===== src/rtl/even_div_pkg.sv =====
// Shared types and constants for the even-divider output monitor.
package even_div_pkg;

  typedef enum logic {
    IDLE = 1'b0,
    RUN  = 1'b1
  } chan_state_e;

  localparam int unsigned NUM_CH    = 3;
  localparam int unsigned ERR_CNT_W = 8;

  // Expected divide ratio per channel: clk_out2, clk_out4, clk_out8.
  localparam int unsigned DIV_TAB [NUM_CH] = '{2, 4, 8};

endpackage


===== src/rtl/even_div_mon_chan.sv =====
// One monitored divider output: checks every half-period against DIV/2 and
// tracks lock, raising a one-cycle err pulse on a bad run or a stall.
module even_div_mon_chan
  import even_div_pkg::*;
#(
  parameter int unsigned DIV      = 2,
  parameter int unsigned LOCK_CNT = 8,
  parameter int unsigned CNT_W    = 4
) (
  input  logic clk_i,
  input  logic rst_i,
  input  logic enable_i,
  input  logic trans_i,
  output logic lock_o,
  output logic err_o
);

  localparam int unsigned H      = DIV / 2;
  localparam int unsigned GOOD_W = $clog2(LOCK_CNT + 1);

  chan_state_e       state_q, state_d;
  logic [CNT_W-1:0]  run_q, run_d;
  logic [CNT_W-1:0]  run_len_c;
  logic [GOOD_W-1:0] good_q, good_d;
  logic              lock_q, lock_d;
  logic              err_q, err_d;

  always_ff @(posedge clk_i or posedge rst_i) begin
    if (rst_i) begin
      state_q <= IDLE;
      run_q   <= '0;
      good_q  <= '0;
      lock_q  <= 1'b0;
      err_q   <= 1'b0;
    end else begin
      state_q <= state_d;
      run_q   <= run_d;
      good_q  <= good_d;
      lock_q  <= lock_d;
      err_q   <= err_d;
    end
  end

  // run_len_c counts the current cycle, so a transition here closes a run of run_len_c cycles.
  always_comb begin
    state_d   = state_q;
    run_d     = run_q;
    good_d    = good_q;
    lock_d    = (good_q == GOOD_W'(LOCK_CNT));
    err_d     = 1'b0;
    run_len_c = run_q + CNT_W'(1);

    if (!enable_i) begin
      state_d = IDLE;
      run_d   = '0;
      good_d  = '0;
      lock_d  = 1'b0;
    end else begin
      case (state_q)
        IDLE: begin
          run_d = '0;
          if (trans_i) begin
            state_d = RUN;
          end
        end
        RUN: begin
          if (trans_i) begin
            run_d = '0;
            if (run_len_c == CNT_W'(H)) begin
              if (good_q != GOOD_W'(LOCK_CNT)) begin
                good_d = good_q + GOOD_W'(1);
              end
            end else begin
              err_d  = 1'b1;
              lock_d = 1'b0;
              good_d = '0;
            end
          end else if (run_len_c == CNT_W'(H + 1)) begin
            // Stalled output: drop back and wait for a fresh edge.
            state_d = IDLE;
            run_d   = '0;
            err_d   = 1'b1;
            lock_d  = 1'b0;
            good_d  = '0;
          end else begin
            run_d = run_len_c;
          end
        end
        default: begin
          state_d = IDLE;
          run_d   = '0;
        end
      endcase
    end
  end

  assign lock_o = lock_q;
  assign err_o  = err_q;

endmodule


===== src/rtl/even_div_mon.sv =====
// Lock/error monitor for the /2, /4, /8 outputs of an even clock divider.
// Optional per-channel saturating error counters: define EVEN_DIV_MON_ERRCNT_EN.
module even_div_mon
  import even_div_pkg::*;
#(
  parameter int unsigned LOCK_CNT = 8,
  parameter int unsigned CNT_W    = 4
) (
  input  logic                          clk_in,
  input  logic                          rst,
  input  logic                          enable,
  input  logic [NUM_CH-1:0]             div_in,
  output logic [NUM_CH-1:0]             lock,
  output logic [NUM_CH-1:0]             err,
  output logic [NUM_CH*ERR_CNT_W-1:0]   err_cnt
);

  logic [NUM_CH-1:0] s1_q, s2_q;
  logic [NUM_CH-1:0] trans_c;

  // Two-stage capture; a transition is a difference between the stages.
  always_ff @(posedge clk_in or posedge rst) begin
    if (rst) begin
      s1_q <= '0;
      s2_q <= '0;
    end else begin
      s1_q <= div_in;
      s2_q <= s1_q;
    end
  end

  assign trans_c = s1_q ^ s2_q;

  for (genvar g = 0; g < NUM_CH; g++) begin : g_ch
    even_div_mon_chan #(
      .DIV      (DIV_TAB[g]),
      .LOCK_CNT (LOCK_CNT),
      .CNT_W    (CNT_W)
    ) u_chan (
      .clk_i    (clk_in),
      .rst_i    (rst),
      .enable_i (enable),
      .trans_i  (trans_c[g]),
      .lock_o   (lock[g]),
      .err_o    (err[g])
    );
  end

`ifdef EVEN_DIV_MON_ERRCNT_EN
  logic [NUM_CH-1:0][ERR_CNT_W-1:0] cnt_q, cnt_d;

  // Counts survive enable toggling; only rst clears them.
  always_comb begin
    cnt_d = cnt_q;
    for (int unsigned i = 0; i < NUM_CH; i++) begin
      if (err[i] && (cnt_q[i] != {ERR_CNT_W{1'b1}})) begin
        cnt_d[i] = cnt_q[i] + ERR_CNT_W'(1);
      end
    end
  end

  always_ff @(posedge clk_in or posedge rst) begin
    if (rst) begin
      cnt_q <= '0;
    end else begin
      cnt_q <= cnt_d;
    end
  end

  assign err_cnt = cnt_q;
`else
  assign err_cnt = '0;
`endif

endmodule

===== config.mk =====
export PLATFORM = sky130hd
export DESIGN_NAME = even_div_mon
export DESIGN_NICKNAME = d
export VERILOG_FILES = /design/src/rtl/even_div_pkg.sv /design/src/rtl/even_div_mon_chan.sv /design/src/rtl/even_div_mon.sv
export SDC_FILE = /design/constraint.sdc
export NUM_CORES = 1
export LEC_CHECK = 0
export CORE_ASPECT_RATIO = 1.1
export CORE_MARGIN = 10
export CORE_UTILIZATION = 35
export CTS_CLUSTER_DIAMETER = 120
export DETAILED_ROUTE_END_ITERATION = 6
export PLACE_DENSITY_LB_ADDON = 0.25
export SLEW_MARGIN = 20
export SYNTH_ARGS = -nofsm -noshare
export SYNTH_HDL_FRONTEND = slang
export SYNTH_SLANG_ARGS = --single-unit

===== constraint.sdc =====
create_clock -name clk_in -period 2.6 [get_ports clk_in]
set_input_delay 0.52 -clock clk_in [delete_from_list [all_inputs] [get_ports clk_in]]
set_output_delay 0.52 -clock clk_in [all_outputs]
set_load 0.02 [all_outputs]

======== After elaboration in Yosys (flattened, before gate mapping) ========
Index checks and enable logic that the tools add are counted.
storage, ports and cells
  bits of input ports ..................... 6
  logic and storage cells ................. 126
  flip-flop bits (word level) ............. 39
  output and inout port bits .............. 30
cells by class
  add/subtract/negate cells ............... 6
  equality and inequality tests ........... 21
  mux-type cells .......................... 75
  bitwise operators ....................... 4
  reductions and logical operators ........ 3
operator list
  operator                                        count
  two-way mux 4 bit                               27
  two-way mux 1 bit                               42
  adder 4 x 1 -> 4 bit (second input constant)    6
  != test 4 bit (second input constant)           6
  case mux 4 bit (2 select lines)                 3
  == test 4 x 2 -> 1 bit (second input constant)  3
  == test 4 bit (second input constant)           3
  != test 3 x 1 -> 1 bit (second input constant)  3
  AND reduction 3 bit                             3
  == test 4 x 3 -> 1 bit (second input constant)  2
  != test 2 x 1 -> 1 bit (second input constant)  3
  case mux 1 bit (2 select lines)                 3
  == test 4 x 1 -> 1 bit (second input constant)  1
  NOT 1 bit                                       3
  bitwise XOR 3 bit                               1

======== Logic depth before layout (Yosys ltp) ========
Gate-level depths: netlist of run 1.
  depth after elaboration ................. 6
  mapped depth ............................ 7
  gate-level depth less buffers ........... 7

======== By module ========
Synthesis of run 1 repeated with hierarchy kept, for this count alone.
unflattened totals
  cell total of the unflattened synthesis .. 244
  area, all modules ....................... 2366.0 sq um
by module, submodules not included
  module                               cells each  area each (sq um)  seq. area each (sq um)  times used
  even_div_mon_chan at g_ch[0].u_chan  73          684.4              275.3                   1
  even_div_mon_chan at g_ch[1].u_chan  71          659.4              275.3                   1
  even_div_mon_chan at g_ch[2].u_chan  65          658.1              275.3                   1
  even_div_mon                         35          364.1              150.1                   1

======== Worst setup path after synthesis of run 1 ========
Ideal clock, no wire load.
  kind .................................... register to register
  from .................................... reg g_ch[0].u_chan.run_q[0]
  to ...................................... reg g_ch[0].u_chan.good_q[3]
  stages on the path, launching flop included .. 7
  period minus slack after synthesis ...... 1921 ps
  setup time .............................. 69 ps
  path slack .............................. 679 ps
  path buffers ............................ 0
  required time ........................... 2531 ps
  arrival time ............................ 1852 ps
  cell sequence ........................... dfrtp_1 ha_1 or3_1 o31ai_4 nand4_1 or4_1 nand3_1
between the ends
  longest elaborated chain between the ends .. 6
  elaborated cells on any way between the ends .. 10
  classes of those cells .................. 1 x add/sub; 4 x eq/ne; 4 x mux; 1 x reduce/logical
ends and longest elaborated chain
  element                 line                     RTL
  start, declared         even_div_mon_chan.sv:22  logic [CNT_W-1:0] run_q, run_d;
  start signal, assigned  even_div_mon_chan.sv:37  run_q <= run_d;
  adder 4 x 1 -> 4 bit *  even_div_mon_chan.sv:51  run_len_c = run_q + CNT_W'(1);
  == test 4 x 1 -> 1 bit  even_div_mon_chan.sv:69  if (run_len_c == CNT_W'(H)) begin
  two-way mux 4 bit       even_div_mon_chan.sv:69
  two-way mux 4 bit       even_div_mon_chan.sv:67  if (trans_i) begin
  two-way mux 4 bit       even_div_mon_chan.sv:59  case (state_q)
  two-way mux 4 bit       even_div_mon_chan.sv:53  if (!enable_i) begin
  end signal, assigned    even_div_mon_chan.sv:38  good_q <= good_d;
  end, declared           even_div_mon_chan.sv:24  logic [GOOD_W-1:0] good_q, good_d;
Every way passes the cells marked *; elsewhere a longest branch is shown, timed or not. The select of a mux whose other input is x is not followed.
A chain may end at the register's enable or synchronous reset.

======== Worst setup path after layout of run 1 ========
Ends and elaborated chain as after synthesis.

==> key figures, run 1 <==
Routing
  – Via/cell ratio: 4.75
  – DR DRC count: 0
  – DRT iter0 DRCs: 62
  – Routed len/inst: 11.9 µm
  – First-pass iteration count of the detailed router: 4
  – Final ANT Viol Nets: 0
  – Final WL: 3.92 mm
  – Via count: 1563

Synth
  – Post-synth EDFFs: 0
  – Yosys warns: 0
  – FF+latch count, synth: 39
  – Area leader, netlist: dfrtp_1
  – Most used DFF post-synth: dfrtp_1
  – Seq/Total Area, Yosys: 43.3%
  – List of most frequent post-synthesis cells: dfrtp_1 (39), buf_4 (30), inv_1 (20)
  – Synth top area share: 43.3%
  – Mean area per synthesized cell: 9.55 µm²
  – Yosys cell types: 45
  – Most common cell in the synthesized netlist: dfrtp_1
  – Mapped Area: 2250 µm²
  – Cells after Synth: 236
  – Synth async-reset ratio: 100%
  – Synth area leaders: dfrtp_1 (43%), buf_4 (10%), ha_1 (7.8%)

Cells and area
  – Layout cells sized above 1: 5.22%
  – Core Util, Final: 39.2%
  – # diodes: 0
  – Area growth syn-to-layout: 8.27%
  – Fillers: 661
  – Nets: 268

Run
  – Max_cap viols: 0

Worst setup path
  – Crit-path max cell delay: 520 ps
  – Crit Path Max Fanout: 6
  – Critical Path End Type: register
  – Origin of the critical flop-to-flop path: g_ch[0].u_chan.run_q[0]
  – Critical Path Start Type: register
  – CP max stage cell: or4_1
  – Worst Setup SP: g_ch[0].u_chan.run_q[0]
  – Crit path max-delay family: simple AND/OR/NAND/NOR gates
  – CP bufs+invs: 0
  – Worst path cell trace: ha_1 > or3_1 > o31ai_4 > nand4_1 > or4_1 > nand3_1
  – Setup CP Type: register to register
  – WP data arrival: 2240 ps
  – Critical path required time: 2830 ps

Timing
  – Max Fclk: 497 MHz
  – Final setup fails: 0
  – Setup TNS: 0 ps
  – RSZ-0062 raised after global routing: false
  – Final hold vios: 0
  – Relative slew slack: 50.5%
  – Final worst-path cycle share: 77.4%
  – Clk_skew: 9.12 ps
  – Minimum clock period: 2010 ps
  – Worst Max-Slew Pin Slew: 736 ps
  – Slew Viols, Final: 0

CTS
  – Clk buf depth: 2
  – CTS H-Tree Depth: 2
  – Clk pin slew, worst setup/hold paths: 80 ps
  – Num CTS Buffers: 5
  – Setup bufs post-CTS: 0
  – Post-CTS Hold Buffers: 0
  – CTS Sinks: 39
  – Clock latency on the worst-skew pair: 290 ps
  – Root buffer cell: clkbuf_8
  – CTS resizes: 0
  – CTS tree: built

Floorplanning
  – Row cnt: 30
  – DIE AREA: 10100 µm²
  – Die Y: 104 µm
  – Core footprint: 6230 µm²
  – IO Pins: 36
  – Initial Util: 36.2%
  – DIE WIDTH: 96.5 µm

GRT
  – GRT Util Overall: 8.04%
  – Vias in the first global route: 1561
  – Congestion Overflow GR: 0
  – Wire length of the first global-routing pass: 6.72 mm
  – Initial antenna violation count: 0
  – Largest net degree at the start of global routing: 40

Power
  – Pwr Density: 505 nW/µm²
  – Peak supply drop: 263 µV
  – Power Total: 1.23 mW
  – Leak: 1.13 nW

Place
  – DP HPWL: 2.94 mm
  – GPL Wtd Cong: 0.756
  – Port Buffers: 11

Worst hold path
  – Hold/Removal Path Class: register to register
  – Hold_sp: s1_q[2]

Status
  – Status: finished clean
==> cells in the final DEF, fill, tap and decap left out, drive strengths merged, types with 5 or more instances in the layout <==
master and instances:
dfrtp 39, conb 24, inv 20, nand2 16, nand3 14, nor2 14, ha 14, a21oi 13
clkdlybuf4s50 11, o21ai 8, clkbuf 8, xor2 6, and3 6, nand4 5
==> cells by family after synthesis <==
kind of cell | after synthesis | synth area share (%)
mux | 1 | 0.444
xor+xnor | 10 | 3.88
simple gates | 78 | 18.2
buf+inv | 52 | 13.7
flops | 39 | 43.3
other cells | 1 | 0.166
fa+ha+maj | 14 | 7.77
compound gates | 41 | 12.6
==> registers in the layout (all words and copies together) (netlist names) <==
register and flops:
s2_q 3, s1_q 3, g_ch.u_chan.lock_o 3, g_ch.u_chan.state_q 3
g_ch.u_chan.run_q 12, g_ch.u_chan.err_o 3, g_ch.u_chan.good_q 12
==> per-layer routing <==
layer,global-route usage [%],share of wire [%],routed length (µm)
met1,9.79,44,1740
met2,13.0,47,1830
met3,1.73,7.3,285
met4,3.53,1.6,63
met5,0,0,0
==> report_power, final <==
group	leakage [nW]	total (mW)	switching (mW)	internal, mW
Sequential	0.524	0.643	0.0194	0.624
Clock	0.0515	0.452	0.209	0.242
Combinational	0.551	0.138	0.0953	0.0426
Total	1.13	1.23	0.324	0.909
==> worst paths after layout <==
check	depth (start not counted)	slack [ps]	endpoint
setup / recovery	6	590	g_ch[0].u_chan.good_q[3]
hold / removal	0	400	s2_q[2]
setup reg to reg	6	590	g_ch[0].u_chan.good_q[3]
hold reg to reg	0	400	s2_q[2]
max in group asynchronous	3	1630	g_ch[0].u_chan.state_q
min in group asynchronous	3	640	g_ch[2].u_chan.run_q[2]
==> area by class of cell <==
type | count | area [µm²] | area share, %
Multi-Input combinational cell | 168 | 1060 | 43.3
Clock buffer | 8 | 100 | 4.10
Tap cell | 80 | 100 | 4.10
Inverter | 20 | 75.1 | 3.08
Timing Repair Buffer | 14 | 133 | 5.43
Sequential cell | 39 | 976 | 40.0
==> through the flow <==
stage	hold slack, ps	setup slack [ps]	std cells	cell area, µm²
after floorplan	372	679	259	2340
after global placement	382	549	321	2340
after detailed placement	388	500	321	2340
after CTS	405	586	329	2440
after global routing	418	458	329	2440
final	404	588	329	2440
==> worst register-to-register path, cell delays in order, from the launching register on <==
cell and delay (ps):
dfrtp_1 440, ha_1 260, or3_1 410, o31ai_4 100
nand4_1 150, or4_1 520, nand3_1 90
Power figures use the tool's default switching activity.
==> inputs of run 2 (changes only) <==
==> constraint.sdc (replaced) <==
create_clock -name clk_in -period 1.7 [get_ports clk_in]
set_input_delay 0.34 -clock clk_in [delete_from_list [all_inputs] [get_ports clk_in]]
set_output_delay 0.34 -clock clk_in [all_outputs]
set_load 0.02 [all_outputs]
==> key figures, run 2 (synthesized netlist as in run 1, its figures left out) <==
Cells and area
  – Most common cell after layout, fill and taps aside: dfrtp_1
  – Layout cells sized above 1: 21.7% (+17 points)
  – Most frequent cells in the layout: dfrtp_1 (39), buf_4 (29), conb_1 (24)
  – Area growth syn-to-layout: 22.8%
  – Fin area: 2770 µm² (+13%)
  – # diodes: 0 (unchanged)
  – Core Util, Final: 44.4% (+5.2 points)
  – Nets: 295 (+10%)
  – Largest registers: g_ch.u_chan.good_q (12), g_ch.u_chan.run_q (12)

Worst setup path
  – Critical path required time: 1870 ps (-960 ps)
  – R2R setup slack: -60 ps (-650 ps)
  – FF-to-FF End: g_ch[1].u_chan.good_q[2]
  – WP data arrival: 1930 ps (-310 ps)
  – Critical Path Start Type: register
  – Setup CP Type: register to register
  – Origin of the critical flop-to-flop path: g_ch[1].u_chan.run_q[0]
  – Critical Path End Type: register
  – Worst reg2reg path depth: 6 (unchanged)
  – Crit Path Max Fanout: 5 (-1)

Routing
  – M1 wire length: 1.81 mm (+3.8%)
  – DRT iter0 DRCs: 53 (-15%)
  – Via count: 1681 (+7.5%)
  – First-pass iteration count of the detailed router: 5 (+1)
  – DR top layer: met4
  – Final ANT Viol Nets: 0 (unchanged)
  – DR DRC count: 0 (unchanged)
  – Routed len/inst: 11.8 µm (-1.1%)
  – Via/cell ratio: 4.72 (-0.61%)
  – WL met3: 309 µm (+8.4%)
  – Routed wl met2: 2.02 mm (+10%)
  – Final WL: 4.19 mm (+7.0%)

Floorplanning
  – DIE AREA: 10100 µm² (unchanged)
  – Initial Util: 36.2% (unchanged)
  – Row cnt: 30 (unchanged)
  – DIE WIDTH: 96.5 µm (unchanged)
  – Core footprint: 6230 µm² (unchanged)
  – IO Pins: 36 (unchanged)
  – Die Y: 104 µm (unchanged)

Power
  – Peak supply drop: 418 µV (+59%)
  – Leak: 1.28 nW (+14%)
  – Pwr Density: 739 nW/µm² (+46%)
  – Power Total: 2.05 mW (+66%)

GRT
  – Initial antenna violation count: 0 (unchanged)
  – Largest net degree at the start of global routing: 40 (unchanged)
  – Congestion Overflow GR: 0 (unchanged)
  – Wire length of the first global-routing pass: 6.78 mm (+0.92%)
  – Vias in the first global route: 1552 (-0.58%)
  – GRT Util Overall: 8.15% (+0.11 points)

Timing
  – Clk_skew: 8.87 ps (-0.249 ps)
  – Final setup fails: 4 (+4)
  – Post-layout worst setup margin: -60.1 ps (-649 ps)
  – Max Fclk: 568 MHz (+14%)
  – Final worst-path cycle share: 104% (+26 points)
  – RSZ-0062 raised after global routing: true
  – Final hold vios: 0 (unchanged)
  – Slew Viols, Final: 0 (unchanged)
  – Minimum clock period: 1760 ps (-251 ps)
  – Hold_ws: 394 ps (-10.3 ps)

Place
  – Pre-CTS WS: -202 ps (-702 ps)
  – Port Buffers: 11 (unchanged)
  – DP HPWL: 3.12 mm (+5.9%)
  – GPL Wtd Cong: 0.802 (+6.0%)
  – Post-DP Area: 2560 µm² (+9.2%)

CTS
  – Num CTS Buffers: 5 (unchanged)
  – CTS H-Tree Depth: 2 (unchanged)
  – Root buffer cell: clkbuf_8
  – CTS tree: built
  – CTS Sinks: 39 (unchanged)
  – Clk pin slew, worst setup/hold paths: 80 ps (about the same)
  – Clk buf depth: 2 (unchanged)
  – Clock latency on the worst-skew pair: 290 ps (about the same)

Status
  – Status: finished, violations left
  – Failing checks: negative setup slack

Worst hold path
  – WHS Endpoint: s2_q[2]
  – Hold/Removal Path Class: register to register
  – WHS Path Cells: 0 (unchanged)
  – Hold_sp: s1_q[2]

Run
  – Max_cap viols: 0 (unchanged)
==> run 2: per-stage QoR <==
stage	instances	TNS [ps]
after CTS	355	-88.4
after global placement	345	-991
after global routing	356	-659
after detailed placement	345	-1270
after floorplan	259	-100
final	356	-159
==> run 2: critical path: stages (launching register included) <==
cell and delay [ps]:
dfrtp_1 410, ha_4 180, and2_4 130, a211o_4 350
and4_4 190, a221oi_2 260, o32ai_2 100
==> run 2: power breakdown <==
| group | internal (mW) | switching (mW) |
|---|---|---|
| clock network | 0.475 | 0.326 |
| logic | 0.101 | 0.165 |
| registers | 0.954 | 0.0257 |
==> run 2: layout make-up <==
class	instances	area [µm²]
clock inverter	2	35.0
clock buffer	6	82.6
timing repair buffer	41	348
multi-input combinational	168	1150
fill	631	3460
inverter	20	75.1
tap	80	100
sequential	39	976
==> run 2: timing repair <==
item                                    4_1_cts  5_1_grt
endpoints found under the setup margin        7       15
pin swaps                                     5       10
resized for setup                             3       14
setup buffers                                 2        1
hold buffers                                  0        0
==> run 2: metal layers <==
layer | global-route usage, % | vias up
li1 | - | 837
met1 | 9.74 | 794
met2 | 13.0 | 45
met3 | 2.45 | 5
met4 | 3.43 | 0
met5 | 0 | -
==> run 2: worst max path at each step <==
stage | from | endpoint | slack [ps] | cells past startpoint
2_1_floorplan | g_ch[0].u_chan.run_q[0] | g_ch[0].u_chan.good_q[3] | -100 | 6
4_1_cts | g_ch[0].u_chan.run_q[0] | g_ch[0].u_chan.good_q[3] | -50 | 6
3_3_place_gp | enable | g_ch[0].u_chan.good_q[3] | -160 | 6
3_5_place_dp | enable | g_ch[0].u_chan.good_q[3] | -200 | 6
6_report | g_ch[1].u_chan.run_q[0] | g_ch[1].u_chan.good_q[2] | -60 | 6
5_1_grt | g_ch[1].u_chan.run_q[1] | g_ch[1].u_chan.good_q[2] | -140 | 6
